<file path="config.mk">
export PLATFORM = sky130hd
export DESIGN_NAME = locked_adder_key_sweep_ctrl_flat
export DESIGN_NICKNAME = d
export VERILOG_FILES = /design/src/rtl/locked_adder_key_sweep_ctrl_if.sv /design/src/rtl/locked_adder_key_sweep_ctrl.sv /design/src/flat_wrapper.sv
export SDC_FILE = /design/constraint.sdc
export NUM_CORES = 1
export LEC_CHECK = 0
export ABC_AREA = 1
export CORE_MARGIN = 5
export CORE_UTILIZATION = 40
export CTS_CLUSTER_DIAMETER = 50
export CTS_CLUSTER_SIZE = 16
export DETAILED_ROUTE_END_ITERATION = 7
export HOLD_SLACK_MARGIN = 0.03
export PLACE_DENSITY = 0.72
export SETUP_SLACK_MARGIN = 0.4
export SYNTH_ARGS = -nofsm -noshare
export SYNTH_HDL_FRONTEND = slang
export SYNTH_SLANG_ARGS = --single-unit
</file>
<file path="constraint.sdc">
create_clock -name clk -period 2.3 [get_ports clk]
set_input_delay 0.46 -clock clk [delete_from_list [all_inputs] [get_ports clk]]
set_output_delay 0.46 -clock clk [all_outputs]
set_load 0.02 [all_outputs]
</file>
<file path="src/rtl/locked_adder_key_sweep_ctrl_if.sv">
// Bundle between the key-sweep sequencer and its vector RAM, locked DUT and golden adder.
// Latency: none, wires only.
// Backpressure: none; the sequencer owns all timing. LKSWEEP_BITERR_EN adds bit_err_count_o.
`timescale 1ns/1ps
interface locked_adder_key_sweep_ctrl_if #(
  parameter int DATA_W = 16,
  parameter int KEY_W  = 32,
  parameter int ADDR_W = 15,
  parameter int CNT_W  = 14
);
  logic              start_i;
  logic              abort_i;
  logic [KEY_W-1:0]  key_i;
  logic              busy_o;
  logic              done_o;
  logic              mem_rd_o;
  logic [ADDR_W-1:0] mem_addr_o;
  logic [DATA_W-1:0] mem_data_i;
  logic [DATA_W-1:0] add1_o;
  logic [DATA_W-1:0] add2_o;
  logic [KEY_W-1:0]  keyinput_o;
  logic [DATA_W:0]   dut_result_i;
  logic [DATA_W:0]   golden_result_i;
  logic [CNT_W-1:0]  err_count_o;
`ifdef LKSWEEP_BITERR_EN
  logic [CNT_W+4:0]  bit_err_count_o;
`endif

  // Sequencer side.
  modport master (
    input  start_i, abort_i, key_i, mem_data_i, dut_result_i, golden_result_i,
`ifdef LKSWEEP_BITERR_EN
    output bit_err_count_o,
`endif
    output busy_o, done_o, mem_rd_o, mem_addr_o, add1_o, add2_o, keyinput_o, err_count_o
  );

  // Harness side: controller, RAM, DUT and golden model.
  modport slave (
    output start_i, abort_i, key_i, mem_data_i, dut_result_i, golden_result_i,
`ifdef LKSWEEP_BITERR_EN
    input  bit_err_count_o,
`endif
    input  busy_o, done_o, mem_rd_o, mem_addr_o, add1_o, add2_o, keyinput_o, err_count_o
  );
endinterface

</file>
<file path="src/rtl/locked_adder_key_sweep_ctrl.sv">
// Key-sweep sequencer: streams NUM_VEC operand pairs into locked and golden adders, counts mismatching vectors.
// Latency: 4+ADDER_LAT cycles per vector; start acceptance to done_o is NUM_VEC*(4+ADDER_LAT)+1 cycles.
// Backpressure: none; RAM data expected one cycle after mem_rd_o, start_i ignored while busy, abort_i returns to IDLE.
// Optional feature macro LKSWEEP_BITERR_EN: adds bit_err_count_o, a saturating popcount of result differences.
`timescale 1ns/1ps
module locked_adder_key_sweep_ctrl #(
  parameter int DATA_W    = 16,
  parameter int KEY_W     = 32,
  parameter int NUM_VEC   = 10000,
  parameter int ADDR_W    = 15,
  parameter int ADDER_LAT = 0,
  parameter int CNT_W     = 14
) (
  input logic                          clk,
  input logic                          rst,
  locked_adder_key_sweep_ctrl_if.master bus
);
  // Vector index is half the word address: even word = operand A, odd word = operand B.
  localparam int VEC_W = ADDR_W - 1;
  localparam int LAT_W = (ADDER_LAT > 1) ? $clog2(ADDER_LAT) : 1;

  typedef enum logic [2:0] {IDLE, FETCH_A, FETCH_B, APPLY, WAIT, CHECK, DONE} state_t;

  state_t            state_q, state_nxt;
  logic [VEC_W-1:0]  k_q;
  logic [LAT_W-1:0]  wait_q;
  logic [KEY_W-1:0]  key_q;
  logic [DATA_W-1:0] add1_q, add2_q;
  logic [CNT_W-1:0]  err_q;

  logic              accept, ld_a, ld_b, check, last_vec;
  logic              mem_rd;
  logic [ADDR_W-1:0] mem_addr;
  logic [DATA_W:0]   diff;
  logic              mismatch;

  assign last_vec = (k_q == VEC_W'(NUM_VEC - 1));
  assign diff     = bus.dut_result_i ^ bus.golden_result_i;
  assign mismatch = |diff;

  // State register.
  always_ff @(posedge clk) begin
    if (rst) state_q <= IDLE;
    else     state_q <= state_nxt;
  end

  // Next-state and per-state strobes; abort pulls any busy state back to IDLE.
  always_comb begin
    state_nxt = state_q;
    accept    = 1'b0;
    ld_a      = 1'b0;
    ld_b      = 1'b0;
    check     = 1'b0;
    mem_rd    = 1'b0;
    mem_addr  = '0;
    case (state_q)
      IDLE: begin
        if (bus.start_i) begin
          accept    = 1'b1;
          state_nxt = FETCH_A;
        end
      end
      FETCH_A: begin
        mem_rd    = 1'b1;
        mem_addr  = {k_q, 1'b0};
        state_nxt = FETCH_B;
      end
      FETCH_B: begin
        ld_a      = 1'b1;
        mem_rd    = 1'b1;
        mem_addr  = {k_q, 1'b1};
        state_nxt = APPLY;
      end
      APPLY: begin
        ld_b      = 1'b1;
        state_nxt = (ADDER_LAT > 0) ? WAIT : CHECK;
      end
      WAIT: begin
        if (wait_q == LAT_W'(ADDER_LAT - 1)) state_nxt = CHECK;
      end
      CHECK: begin
        check     = 1'b1;
        state_nxt = last_vec ? DONE : FETCH_A;
      end
      DONE:    state_nxt = IDLE;
      default: state_nxt = IDLE;
    endcase
    if (bus.abort_i && state_q != IDLE && state_q != DONE) state_nxt = IDLE;
  end

  // Key latch, operand registers, vector index, latency counter and mismatch counter.
  always_ff @(posedge clk) begin
    if (rst) begin
      k_q    <= '0;
      wait_q <= '0;
      key_q  <= '0;
      add1_q <= '0;
      add2_q <= '0;
      err_q  <= '0;
    end else begin
      if (accept) begin
        key_q <= bus.key_i;
        err_q <= '0;
        k_q   <= '0;
      end
      if (ld_a) add1_q <= bus.mem_data_i;
      if (ld_b) begin
        add2_q <= bus.mem_data_i;
        wait_q <= '0;
      end else if (state_q == WAIT) begin
        wait_q <= wait_q + LAT_W'(1);
      end
      if (check) begin
        if (mismatch && err_q != '1) err_q <= err_q + CNT_W'(1);
        if (!last_vec) k_q <= k_q + VEC_W'(1);
      end
    end
  end

`ifdef LKSWEEP_BITERR_EN
  localparam int BERR_W = CNT_W + 5;
  localparam int POP_W  = $clog2(DATA_W + 2);

  logic [BERR_W-1:0] berr_q;
  logic [POP_W-1:0]  pop;
  logic [BERR_W:0]   berr_sum;

  // Number of differing result bits, added to the running total with a carry bit for saturation.
  always_comb begin
    pop = '0;
    for (int i = 0; i <= DATA_W; i++) pop = pop + POP_W'(diff[i]);
    berr_sum = {1'b0, berr_q} + (BERR_W + 1)'(pop);
  end

  // Bit-error accumulator: cleared on start, frozen outside CHECK.
  always_ff @(posedge clk) begin
    if (rst)         berr_q <= '0;
    else if (accept) berr_q <= '0;
    else if (check)  berr_q <= berr_sum[BERR_W] ? '1 : berr_sum[BERR_W-1:0];
  end

  assign bus.bit_err_count_o = berr_q;
`endif

  assign bus.busy_o      = (state_q != IDLE) && (state_q != DONE);
  assign bus.done_o      = (state_q == DONE);
  assign bus.mem_rd_o    = mem_rd;
  assign bus.mem_addr_o  = mem_addr;
  assign bus.add1_o      = add1_q;
  assign bus.add2_o      = add2_q;
  assign bus.keyinput_o  = key_q;
  assign bus.err_count_o = err_q;
endmodule

</file>
<file path="src/flat_wrapper.sv">
// flat-port wrapper written by rule: the top's interface ports become plain ports
module locked_adder_key_sweep_ctrl_flat 
#(
  parameter int DATA_W    = 16,
  parameter int KEY_W     = 32,
  parameter int NUM_VEC   = 10000,
  parameter int ADDR_W    = 15,
  parameter int ADDER_LAT = 0,
  parameter int CNT_W     = 14
)
  (clk, rst, bus_start_i, bus_abort_i, bus_key_i, bus_mem_data_i, bus_dut_result_i, bus_golden_result_i, bus_busy_o, bus_done_o, bus_mem_rd_o, bus_mem_addr_o, bus_add1_o, bus_add2_o, bus_keyinput_o, bus_err_count_o);
  locked_adder_key_sweep_ctrl_if #(.DATA_W(DATA_W), .KEY_W(KEY_W), .ADDR_W(ADDR_W), .CNT_W(CNT_W)) bus_i ();
  input logic clk;
  input logic rst;
  input wire logic [$bits(bus_i.start_i)-1:0] bus_start_i;
  input wire logic [$bits(bus_i.abort_i)-1:0] bus_abort_i;
  input wire logic [$bits(bus_i.key_i)-1:0] bus_key_i;
  input wire logic [$bits(bus_i.mem_data_i)-1:0] bus_mem_data_i;
  input wire logic [$bits(bus_i.dut_result_i)-1:0] bus_dut_result_i;
  input wire logic [$bits(bus_i.golden_result_i)-1:0] bus_golden_result_i;
  output wire logic [$bits(bus_i.busy_o)-1:0] bus_busy_o;
  output wire logic [$bits(bus_i.done_o)-1:0] bus_done_o;
  output wire logic [$bits(bus_i.mem_rd_o)-1:0] bus_mem_rd_o;
  output wire logic [$bits(bus_i.mem_addr_o)-1:0] bus_mem_addr_o;
  output wire logic [$bits(bus_i.add1_o)-1:0] bus_add1_o;
  output wire logic [$bits(bus_i.add2_o)-1:0] bus_add2_o;
  output wire logic [$bits(bus_i.keyinput_o)-1:0] bus_keyinput_o;
  output wire logic [$bits(bus_i.err_count_o)-1:0] bus_err_count_o;
  assign bus_i.start_i = bus_start_i;
  assign bus_i.abort_i = bus_abort_i;
  assign bus_i.key_i = bus_key_i;
  assign bus_i.mem_data_i = bus_mem_data_i;
  assign bus_i.dut_result_i = bus_dut_result_i;
  assign bus_i.golden_result_i = bus_golden_result_i;
  assign bus_busy_o = bus_i.busy_o;
  assign bus_done_o = bus_i.done_o;
  assign bus_mem_rd_o = bus_i.mem_rd_o;
  assign bus_mem_addr_o = bus_i.mem_addr_o;
  assign bus_add1_o = bus_i.add1_o;
  assign bus_add2_o = bus_i.add2_o;
  assign bus_keyinput_o = bus_i.keyinput_o;
  assign bus_err_count_o = bus_i.err_count_o;
  locked_adder_key_sweep_ctrl #(.DATA_W(DATA_W), .KEY_W(KEY_W), .NUM_VEC(NUM_VEC), .ADDR_W(ADDR_W), .ADDER_LAT(ADDER_LAT), .CNT_W(CNT_W)) u_core (.clk(clk), .rst(rst), .bus(bus_i));
endmodule
</file>
-- Word-level counts from Yosys, hierarchy flattened
Cells that the tools add are included.
- add/sub/neg operators: 3
- equality and inequality tests: 11
- mux-type cells: 17
- bitwise logic cells: 1
- reductions and logical operators: 11
- operators with widths (operator ; count):
    $mux W14 ; 6
    $pmux W15 S2 ; 1
    $add A14 B1 Y14 const B ; 2
    $pmux W3 S6 ; 1
    $reduce_or A17 Y1 ; 1
    $xor A17 B17 Y17 ; 1
    $eq A14 B14 Y1 const B ; 1
    $ne A14 B14 Y1 const B ; 1
    $eq A3 B3 Y1 const B ; 3
    $mux W3 ; 3
    $eq A3 B2 Y1 const B ; 2
    $mux W1 ; 6
    $reduce_or A2 Y1 ; 3
    $logic_and A1 B1 Y1 ; 4
    $eq A3 B1 Y1 const B ; 1
    $logic_not A3 Y1 ; 1
    $ne A3 B3 Y1 const B ; 1
    $reduce_bool A3 Y1 ; 1
    $ne A2 B1 Y1 const B ; 1
    $ne A2 B2 Y1 const B ; 1
    $reduce_and A2 Y1 ; 1
    $add A1 B1 Y1 const B ; 1
- register bits: 96
- input port bits: 86
- output and inout bits: 96
- logic and storage cells: 50

-- Logic depth before layout (Yosys ltp)
Gate-level depths: netlist of run 1.
- word-level depth: 5
- depth in mapped cells: 12
- mapped depth without buffers: 12

-- Least setup slack after synthesis of run 1
Ideal clock, no wire load.
- path kind: reg2reg
- start point: register u_core.err_q[0], in the netlist u_core.bus.err_count_o[0]
- end point: register u_core.err_q[5], in the netlist u_core.bus.err_count_o[5]
- arrival: 1.632 ns
- required time: 2.187 ns
- slack: 0.555 ns
- stages on the path, launching flop included: 12
- path buffers: 1
- clock period less this slack: 1.745 ns
- path through: dfxtp_1 -> ha_1 -> nand3_2 -> nor2_4 -> nand3_2 -> nor2_4 -> nand3_4 -> nand3_2 -> buf_6 -> nand2_1 -> nand2_1 -> nor2_1
- longest elaborated chain between the ends: 4
- RTL lines (item ; line ; source):
    start: declaration ; locked_adder_key_sweep_ctrl.sv:29 ; logic [CNT_W-1:0] err_q;
    start signal: assignment ; locked_adder_key_sweep_ctrl.sv:114 ; if (mismatch && err_q != '1) err_q <= err_q + CNT_W'(1);
    branches (longest 2 deep; another with $add A14 B1 Y14) ; n/a ;
    $mux W14 (*) ; locked_adder_key_sweep_ctrl.sv:114 ;
    $mux W14 (*) ; locked_adder_key_sweep_ctrl.sv:113 ; if (check) begin
Mark *: on every way between the ends.
A chain may end at the register's enable or synchronous reset.

-- Final worst setup path of run 1
- start point: register u_core.state_q[0]
- end point: output bus_mem_addr_o[7]
- longest elaborated chain between the ends: 2
- RTL lines (item ; line ; source):
    start: declaration ; locked_adder_key_sweep_ctrl.sv:24 ; state_t state_q, state_nxt;
    start signal: assignment ; locked_adder_key_sweep_ctrl.sv:44 ; else state_q <= state_nxt;
    $eq A3 B2 Y1 / $eq A3 B1 Y1 (equally long branches) ; locked_adder_key_sweep_ctrl.sv:56 ; case (state_q)
    $pmux W15 S2 (*) ; locked_adder_key_sweep_ctrl.sv:56 ;
    end: declaration ; flat_wrapper.sv:24 ; output wire logic [$bits(bus_i.mem_addr_o)-1:0] bus_mem_addr_o;
Mark *: on every way between the ends. The rest lies on a longest branch, timed or not.

==> results.txt, run 1 <==
The area added between synthesis and finish came out at 51.73%. 182 I/O pins were placed. The via count of the first global-routing pass was 4888.

The power per cell area is 687.0 nW/um2. The proportion of synthesized chip area in sequential cells came out at between 40 and 50%. The floorplan step defined a die boundary enclosing 13510 um2. The HPWL after detailed placement is just over 10 mm. For this design, the sink count on the clock tree is 96. In this run the worst hold path is classified as reg2reg.

The delay contributed by the slowest stage of the critical path is between 0.3 and 0.4 ns. The run finished with clean final reports. The number of antenna violations at the first check in global routing came out at 0. The first global-routing pass estimated 22.46 mm of wire. The library cell used as clock root buffer is sky130_fd_sc_hd__clkbuf_16. The internal cell power is 3.225 mW. The standby leakage power is 2.905 nW. The count of placed standard cells including taps came out at roughly 970. The starting utilization of the core area is approximately 41%. The placeable core area came out at 10940 um2. The final routed DRC violation total came out at 0. The top cell types in the final layout, fill and taps aside, are 156 x sky130_fd_sc_hd__clkdlybuf4s50_1, 149 x sky130_fd_sc_hd__nand2_1, 123 x sky130_fd_sc_hd__nor2_1. Excluding fillers, the count of instances in the completed layout stands at 988. The routed via count divided by cell count came out at about 5.0.

In the finished design, the share of the clock period the worst path needs comes to 83.43%. The largest fanout of any net on the critical path came out at 6. Summing internal, switching and leakage power gives around 4.7 mW. The residual overflow from global routing came out at 0. Measured against its own limit, the worst slew margin works out to 67.76%.

The final layout contains between 900 and 1000 nets. The length of the first detailed-routing pass in iterations is 5. The hold violation count in the final report came out at 0. The DRC marker count from the first detailed-route iteration came out at 370. The signal on the critical path passes through inv_4 -> nand2_4 -> inv_4 -> o21ai_4 -> buf_6 -> buf_6 -> nor2_4 -> buf_6. The max capacitance violation total came out at 0. The most numerous cell type found on the critical path is sky130_fd_sc_hd__buf_6.

The clock skew came out at ~0.0053 ns. VDD sags by at most 0.4159 mV. The antenna diode count came out at 0. The share of total power in sequential cells is between 40% and 50%. The width of the chip came out at 116.2 um. The final antenna-violating net count is 0. The standard-cell row count is 38.

In this run the mean area of a mapped cell was about 6.8 um2. The leading cell type in the layout, fill and taps excluded is sky130_fd_sc_hd__clkdlybuf4s50_1. The portion of total power attributed to the clock network is ~30%.

The switching power total is 1.479 mW. Dividing the detail-routed wire length by the instance count gives 14.29 um. The count of cell types in the netlist is 33. Among all stages on the critical path, the largest delay is contributed by sky130_fd_sc_hd__dfxtp_2. The clock period minus worst slack is about 1.9 ns.

The category of the worst setup path capture point is a primary output. The height of the die came out at 116.2 um. Per report_power, the combinational group accounts for 29.4% of the total. The switching share of power came out at about a third. The number of vias in the routed layout came out at 4926. The Yosys step of the flow raised 0 warnings.

Setup repair after global routing could not meet its margin everywhere. The number of setup violations in the final report is 0. The final cell area excluding filler cells is 6848 um2. Counting both buffers and inverters, the worst setup path holds a total of 5. The placement-stage cell area is 6434 um2.

The count of input and output buffers is 181. The final layout contains routed wiring with a total length of 14.12 mm. The worst setup path is launched from a flip-flop. For the worst-skew pair, the clock arrives at the later sink with an insertion delay of around 0.33 ns. The transition time of the tightest slew-check pin came out at just under 0.5 ns. Derived from the worst setup path, the maximum achievable clock frequency is about 0.52 GHz. The H-tree depth came out at 3. The setup TNS came out at 0 ns.

The total track usage is 20.38%. The max-slew violation total from the final report is 0. The synthesized net count came out at 753. The CTS buffer count is 9. The clock-pin slew on the worst setup and hold paths is about 0.070 ns.

At the worst endpoint, the arrival time is 1.46 ns. Entering global routing, the biggest net connects 42 pins. In this run the deepest clock path goes through 2 buffers. The cell area that synthesis handed to floorplanning was 4513 um2. The kind of cell adding the most delay to the critical path is buffers and inverters. At the end of routability-driven placement, the weighted congestion stood at 0.8859. The cell count after synthesis came out at 665. The final core utilization came out at 62.62%. In this run, synthesis produced a sequential element count of 96.

The setup path with the least slack is of type reg2out. The fraction of layout cells with a size suffix above 1 came out at 9.788%. The clock tree from TritonCTS is yes. The worst endpoint required time is 1.84 ns.
[metal layers]
layer | vias to the layer above | track usage [%] | share of wire, %
li1 | 2473 | - | -
met1 | 2243 | 23.58 | 40
met2 | 175 | 35.43 | 50
met3 | 35 | 5.907 | 7.5
met4 | 0 | 7.966 | 2.6
met5 | - | 0 | 0
[area by class of cell]
| class | count | area, um2 |
|---|---|---|
| clock inverters | 4 | 30.03 |
| multi-input cells | 475 | 2271 |
| well taps | 140 | 175.2 |
| repair buffers | 198 | 1942 |
| clock buffers | 11 | 252.7 |
| flip-flops and latches | 96 | 1928 |
| inverters | 64 | 249.0 |
| fillers | 993 | 4088 |
[cell families after synthesis]
kind of cell	synth area share, %
buffers and inverters	8.899
AOI/OAI and AO/OA	10.51
and+or+nand+nor	34.35
xor gates and xnor gates	3.105
adders and majority gates	0.5544
DFF	42.58
[worst reg2reg max path, stage by stage (launching register included)]
cell and delay (ns):
sky130_fd_sc_hd__dfxtp_1 0.38, sky130_fd_sc_hd__ha_1 0.19, sky130_fd_sc_hd__nand2_1 0.08, sky130_fd_sc_hd__inv_2 0.08
sky130_fd_sc_hd__nand2_1 0.08, sky130_fd_sc_hd__nor2_1 0.15, sky130_fd_sc_hd__nand2_1 0.10, sky130_fd_sc_hd__nand2_2 0.19
sky130_fd_sc_hd__inv_2 0.15, sky130_fd_sc_hd__nand3_1 0.10, sky130_fd_sc_hd__nand2_1 0.06, sky130_fd_sc_hd__a21oi_1 0.13
[path summary, 6_finish.rpt]
path	slack, ns	endpoint	from	cells past startpoint
setup / recovery	0.38	bus_mem_addr_o[7]	u_core.state_q[0]	8
hold / removal	0.46	u_core.bus.keyinput_o[9]	u_core.bus.keyinput_o[9]	2
setup reg to reg	0.54	u_core.k_q[5]	u_core.k_q[0]	11
hold reg to reg	0.46	u_core.bus.keyinput_o[9]	u_core.bus.keyinput_o[9]	2
[state kept, by name, summed over array words and instances (netlist names)]
name,count
u_core.bus.err_count_o,14
u_core.bus.add1_o,16
u_core.bus.add2_o,16
u_core.state_q,3
u_core.bus.keyinput_o,32
u_core.wait_q,1
u_core.k_q,14
[power groups by stage]
stage,Sequential [mW],Clock (mW),Combinational [mW]
floorplan,2.08,0,0.481
global placement,1.92,0,1.23
detailed placement,1.92,0,1.25
CTS,1.89,1.45,1.32
global route,1.91,1.53,1.49
finish,1.90,1.43,1.38
[Yosys cell counts]
| library cell | instances | area [um2] |
|---|---|---|
| sky130_fd_sc_hd__a211oi_1 | 1 | 7.510 |
| sky130_fd_sc_hd__a21oi_1 | 48 | 240.2 |
| sky130_fd_sc_hd__a31oi_1 | 2 | 12.51 |
| sky130_fd_sc_hd__buf_1 | 1 | 3.750 |
| sky130_fd_sc_hd__buf_2 | 12 | 60.06 |
| sky130_fd_sc_hd__buf_6 | 4 | 45.04 |
| sky130_fd_sc_hd__clkbuf_1 | 14 | 52.55 |
| sky130_fd_sc_hd__clkinv_1 | 3 | 11.26 |
| sky130_fd_sc_hd__dfxtp_1 | 96 | 1922 |
| sky130_fd_sc_hd__ha_1 | 2 | 25.02 |
| sky130_fd_sc_hd__inv_1 | 57 | 214.0 |
| sky130_fd_sc_hd__inv_2 | 4 | 15.01 |
| sky130_fd_sc_hd__nand2_1 | 151 | 566.8 |
| sky130_fd_sc_hd__nand2_2 | 2 | 12.51 |
| sky130_fd_sc_hd__nand3_1 | 53 | 265.3 |
| sky130_fd_sc_hd__nand3_2 | 3 | 30.03 |
| sky130_fd_sc_hd__nand3_4 | 1 | 17.52 |
| sky130_fd_sc_hd__nand4_1 | 9 | 56.30 |
| sky130_fd_sc_hd__nor2_1 | 129 | 484.2 |
| sky130_fd_sc_hd__nor2_2 | 4 | 25.02 |
| sky130_fd_sc_hd__nor2_4 | 2 | 22.52 |
| sky130_fd_sc_hd__nor3_1 | 6 | 30.03 |
| sky130_fd_sc_hd__nor3_2 | 1 | 10.01 |
| sky130_fd_sc_hd__nor3_4 | 1 | 16.27 |
| sky130_fd_sc_hd__nor3b_1 | 1 | 7.510 |
| sky130_fd_sc_hd__nor4_1 | 1 | 6.260 |
| sky130_fd_sc_hd__o21a_1 | 1 | 7.510 |
| sky130_fd_sc_hd__o21ai_0 | 37 | 185.2 |
| sky130_fd_sc_hd__o21ai_1 | 1 | 5.000 |
| sky130_fd_sc_hd__o21bai_1 | 1 | 7.510 |
| sky130_fd_sc_hd__o221ai_1 | 1 | 8.760 |
| sky130_fd_sc_hd__xnor2_1 | 9 | 78.83 |
| sky130_fd_sc_hd__xor2_1 | 7 | 61.31 |
[through the flow]
stage	setup WS, ns	hold slack, ns
CTS	0.2425	0.4618
global placement	0.1779	0.4472
floorplan	0.5549	0.4575
global route	0.3335	0.4778
detailed placement	0.1888	0.4515
finish	0.3810	0.4628
[timing repair]
| item | in CTS | in global routing |
|---|---|---|
| endpoints found under the hold margin | 0 | 0 |
| pin swaps | 0 | 2 |
| endpoints found under the setup margin | 23 | 76 |
| setup buffers | 4 | 1 |
| resized for setup | 76 | 45 |
| cloned | 1 | 1 |
| hold buffers | 0 | 0 |
Power figures use the tool's default switching activity.
==> run 2: changes to the inputs <==
Settings changed: CORE_UTILIZATION 40 to 39, PLACE_DENSITY 0.72 to 0.73.
Clock period 2.3 ns to 1.6 ns, I/O delays scaled along.
==> results.txt, run 2 (synthesis results as in run 1) <==
The clock insertion delay at the later pin of the skew report is 0.34 ns (about the same). The path with the worst hold slack has its endpoint at u_core.bus.keyinput_o[18]. The count of placed standard cells including taps is 1002 (+3.7%). The post-layout worst setup margin is -0.2331 ns (-0.6142 ns). The largest individual stage delay along the critical path comes from the cell sky130_fd_sc_hd__dfxtp_4. The number of filler cells placed in the layout came out at 739 (-26%). The starting utilization of the core area was 39.69% (-1.6 points). The number of nets in the layout came to 1036 (+11%). The number of antenna violations at the first check in global routing came out at 1 (+1). The count of non-filler cells in the finished layout came out at 1096 (+11%).

The worst endpoint required time was 1.83 ns (about the same). The I/O pin total is 182 (unchanged). Setup repair after global routing could not meet its margin everywhere. TritonCTS built the clock tree.

The delay contributed by the slowest stage of the critical path is 0.38 ns (+0.03 ns). The headroom to the max-slew limit is 43.52% (-24 points). Walking the worst path, the cells encountered are inv_6 -> nor2_4 -> buf_4 -> buf_4 -> nand2_4 -> inv_6 -> buf_4 -> nand3_4 -> buf_12 -> buf_16 -> nor2_1 -> nor2_1. The depth of the worst hold-timing path came to 2 (unchanged).

The number of setup violations in the final report is 92 (+92). The clock period minus worst slack is 1.833 ns. The final routed DRC violation total came out at 0 (unchanged). The wire length per cell after detailed routing came out at 17.28 um (+21%).

The capture point of the worst reg-to-reg path is u_core.bus.err_count_o[2]. The portion of the clock cycle consumed by the worst path in the final layout is 114.6%. The final antenna-violating net count came out at 0 (unchanged). The routed via count divided by cell count is 5.143 (+3.2%).

The placement-stage cell area came to 6999 um2 (+8.8%). The largest voltage drop on the vdd net came out at 0.8124 mV (+95%). The via count of the first global-routing pass is 5815 (+19%). The count of clock tree sinks came out at 96 (unchanged). The flow ran to the end, but the final reports show violations. The pin count of the biggest net entering global routing was 42 (unchanged). Based on the critical path, the design can be clocked at up to 0.5455 GHz. The count of input and output buffers came to 181 (unchanged). The largest fanout of any net on the critical path came out at 5 (-1). The CTS buffer count was 9 (unchanged). The width of the chip is 117.6 um (+1.2%).

The number of vias in the routed layout is 5637 (+14%). The max capacitance violation total was 0 (unchanged). The first-pass GRT wire length is 27.93 mm (+24%). The maximum buffer depth of the clock tree is 2 (unchanged).

The flip-flop count of the largest register, all copies and words added is 32 (unchanged). The reg-to-reg critical path startpoint is u_core.state_q[0]. The library cells used most frequently in the layout, excluding fill and tap cells, are 103 x sky130_fd_sc_hd__buf_4, 102 x sky130_fd_sc_hd__nand2_1, 94 x sky130_fd_sc_hd__nor2_1. The transition time of the tightest slew-check pin is 0.8472 ns (+0.3641 ns). The checks that failed: negative setup slack.

The DRC marker count from the first detailed-route iteration is 375 (+1.4%). The height of the die was 117.6 um (+1.2%). The placeable core area came out at 11370 um2 (+4.0%). The launch point of the worst hold path is u_core.bus.keyinput_o[18]. The total area of sequential cells is 1991 um2 (+3.2%). The arrival time at the worst endpoint came out at 2.06 ns (+0.60 ns). The fraction of layout cells with a size suffix above 1 is 46.43% (+37 points). Grouping stages by cell kind, the critical path spends the most delay in buffers and inverters.

The total buffers and inverters traversed by the critical path is 7 (+2). The worst setup path is launched from a flip-flop. The critical path is of the reg2reg type. The worst hold slack was 0.4653 ns (+0.002497 ns).

The area enclosed by the die boundary came out at 13820 um2 (+2.3%). In this design, the critical path's most frequently occurring cell is sky130_fd_sc_hd__buf_4. The clock-pin slew on the worst setup and hold paths came out at 0.07 ns (about the same).

The area added between synthesis and finish came out at 95.65%. The hold violation count in the final report is 0 (unchanged). The library cell used as clock root buffer is sky130_fd_sc_hd__clkbuf_16. The max-slew violation total from the final report is 0 (unchanged). The final core utilization was 77.66% (+15 points). The number of cells traversed by the worst register-to-register path came out at 12 (+1).

The final weighted congestion in routability-driven placement came out at 0.8852 (about the same). The total track usage came out at 23.91% (+3.5 points). The clock skew came out at 0.005773 ns (+0.0004718 ns).

The standard-cell row count came out at 39 (+2.6%). The critical path starts at u_core.state_q[0]. The multi-input logic area came out at 2957 um2 (+30%). The post-detailed-placement half-perimeter wirelength is 10.63 mm (+3.5%). The final cell area excluding filler cells is 8830 um2 (+29%).

The residual overflow from global routing is 0 (unchanged). The standby leakage power was 3.882 nW (+34%). The min-delay analysis places its worst path in the category reg2reg. The category of the worst setup path capture point is a flip-flop. The power per cell area was 931.7 nW/um2 (+36%). The post-placement worst setup slack came to -0.3003 ns (-0.4891 ns). The leading cell type in the layout, fill and taps excluded is sky130_fd_sc_hd__buf_4. The detailed-route wire length is 18.94 mm (+34%). The length of the first detailed-routing pass in iterations came out at 6 (+1). The H-tree depth was 3 (unchanged). The internal reg-to-reg setup slack came out at -0.23 ns (-0.77 ns).
-- run 2: layer usage --
layer	up-vias	GRT usage, %	wire (um)
met1	2639	26.27	7110
met4	0	9.821	679
li1	2694	-	-
met2	249	42.50	9654
met3	55	7.400	1494
met5	-	0	0
-- run 2: stage by stage --
stage / setup TNS [ns] / power [mW]
final: -10.57 / 8.227
after global placement: -5.573 / 4.814
after floorplan: 0 / 3.911
after detailed placement: -6.814 / 4.860
after global routing: -14.70 / 8.554
after CTS: -3.231 / 7.767
-- run 2: area by class of cell --
type	instances	share of cell area, %
sequential	96	22.54
clock buffer	12	3.018
multi-input combinational	477	33.48
tap	143	2.026
clock inverter	3	0.2692
inverter	64	3.103
timing repair inverter	3	0.3117
timing repair buffer	297	35.21
antenna	1	0.02834
-- run 2: worst max-delay path by stage --
stage          depth (start not counted)  slack (ns)                         to
6_report                              12       -0.23  u_core.bus.err_count_o[2]
5_1_grt                                7       -0.27         bus_mem_addr_o[13]
4_1_cts                                7       -0.17         bus_mem_addr_o[11]
3_5_place_dp                          13       -0.30  u_core.bus.err_count_o[0]
3_3_place_gp                          13       -0.22  u_core.bus.err_count_o[9]
2_1_floorplan                         11        0.03  u_core.bus.err_count_o[3]
-- run 2: worst min-delay path: stages (launching register included) --
cell,delay (ns)
sky130_fd_sc_hd__dfxtp_1,0.31
sky130_fd_sc_hd__nand2_1,0.06
sky130_fd_sc_hd__a21oi_1,0.05
-- run 2: repair_timing --
action	4_1_cts	5_1_grt
gates resized for setup	573	177
cloned	15	2
buffers inserted	43	18
pin swaps	36	48
hold buffers	0	0
endpoints found under the setup margin	192	167
-- run 2: power by group --
| part | leakage (nW) | internal (mW) | total (mW) | switching (mW) |
|---|---|---|---|---|
| clock | 0.137 | 1.18 | 2.13 | 0.949 |
| combinational | 2.94 | 1.69 | 3.33 | 1.65 |
| sequential | 0.801 | 2.61 | 2.76 | 0.156 |
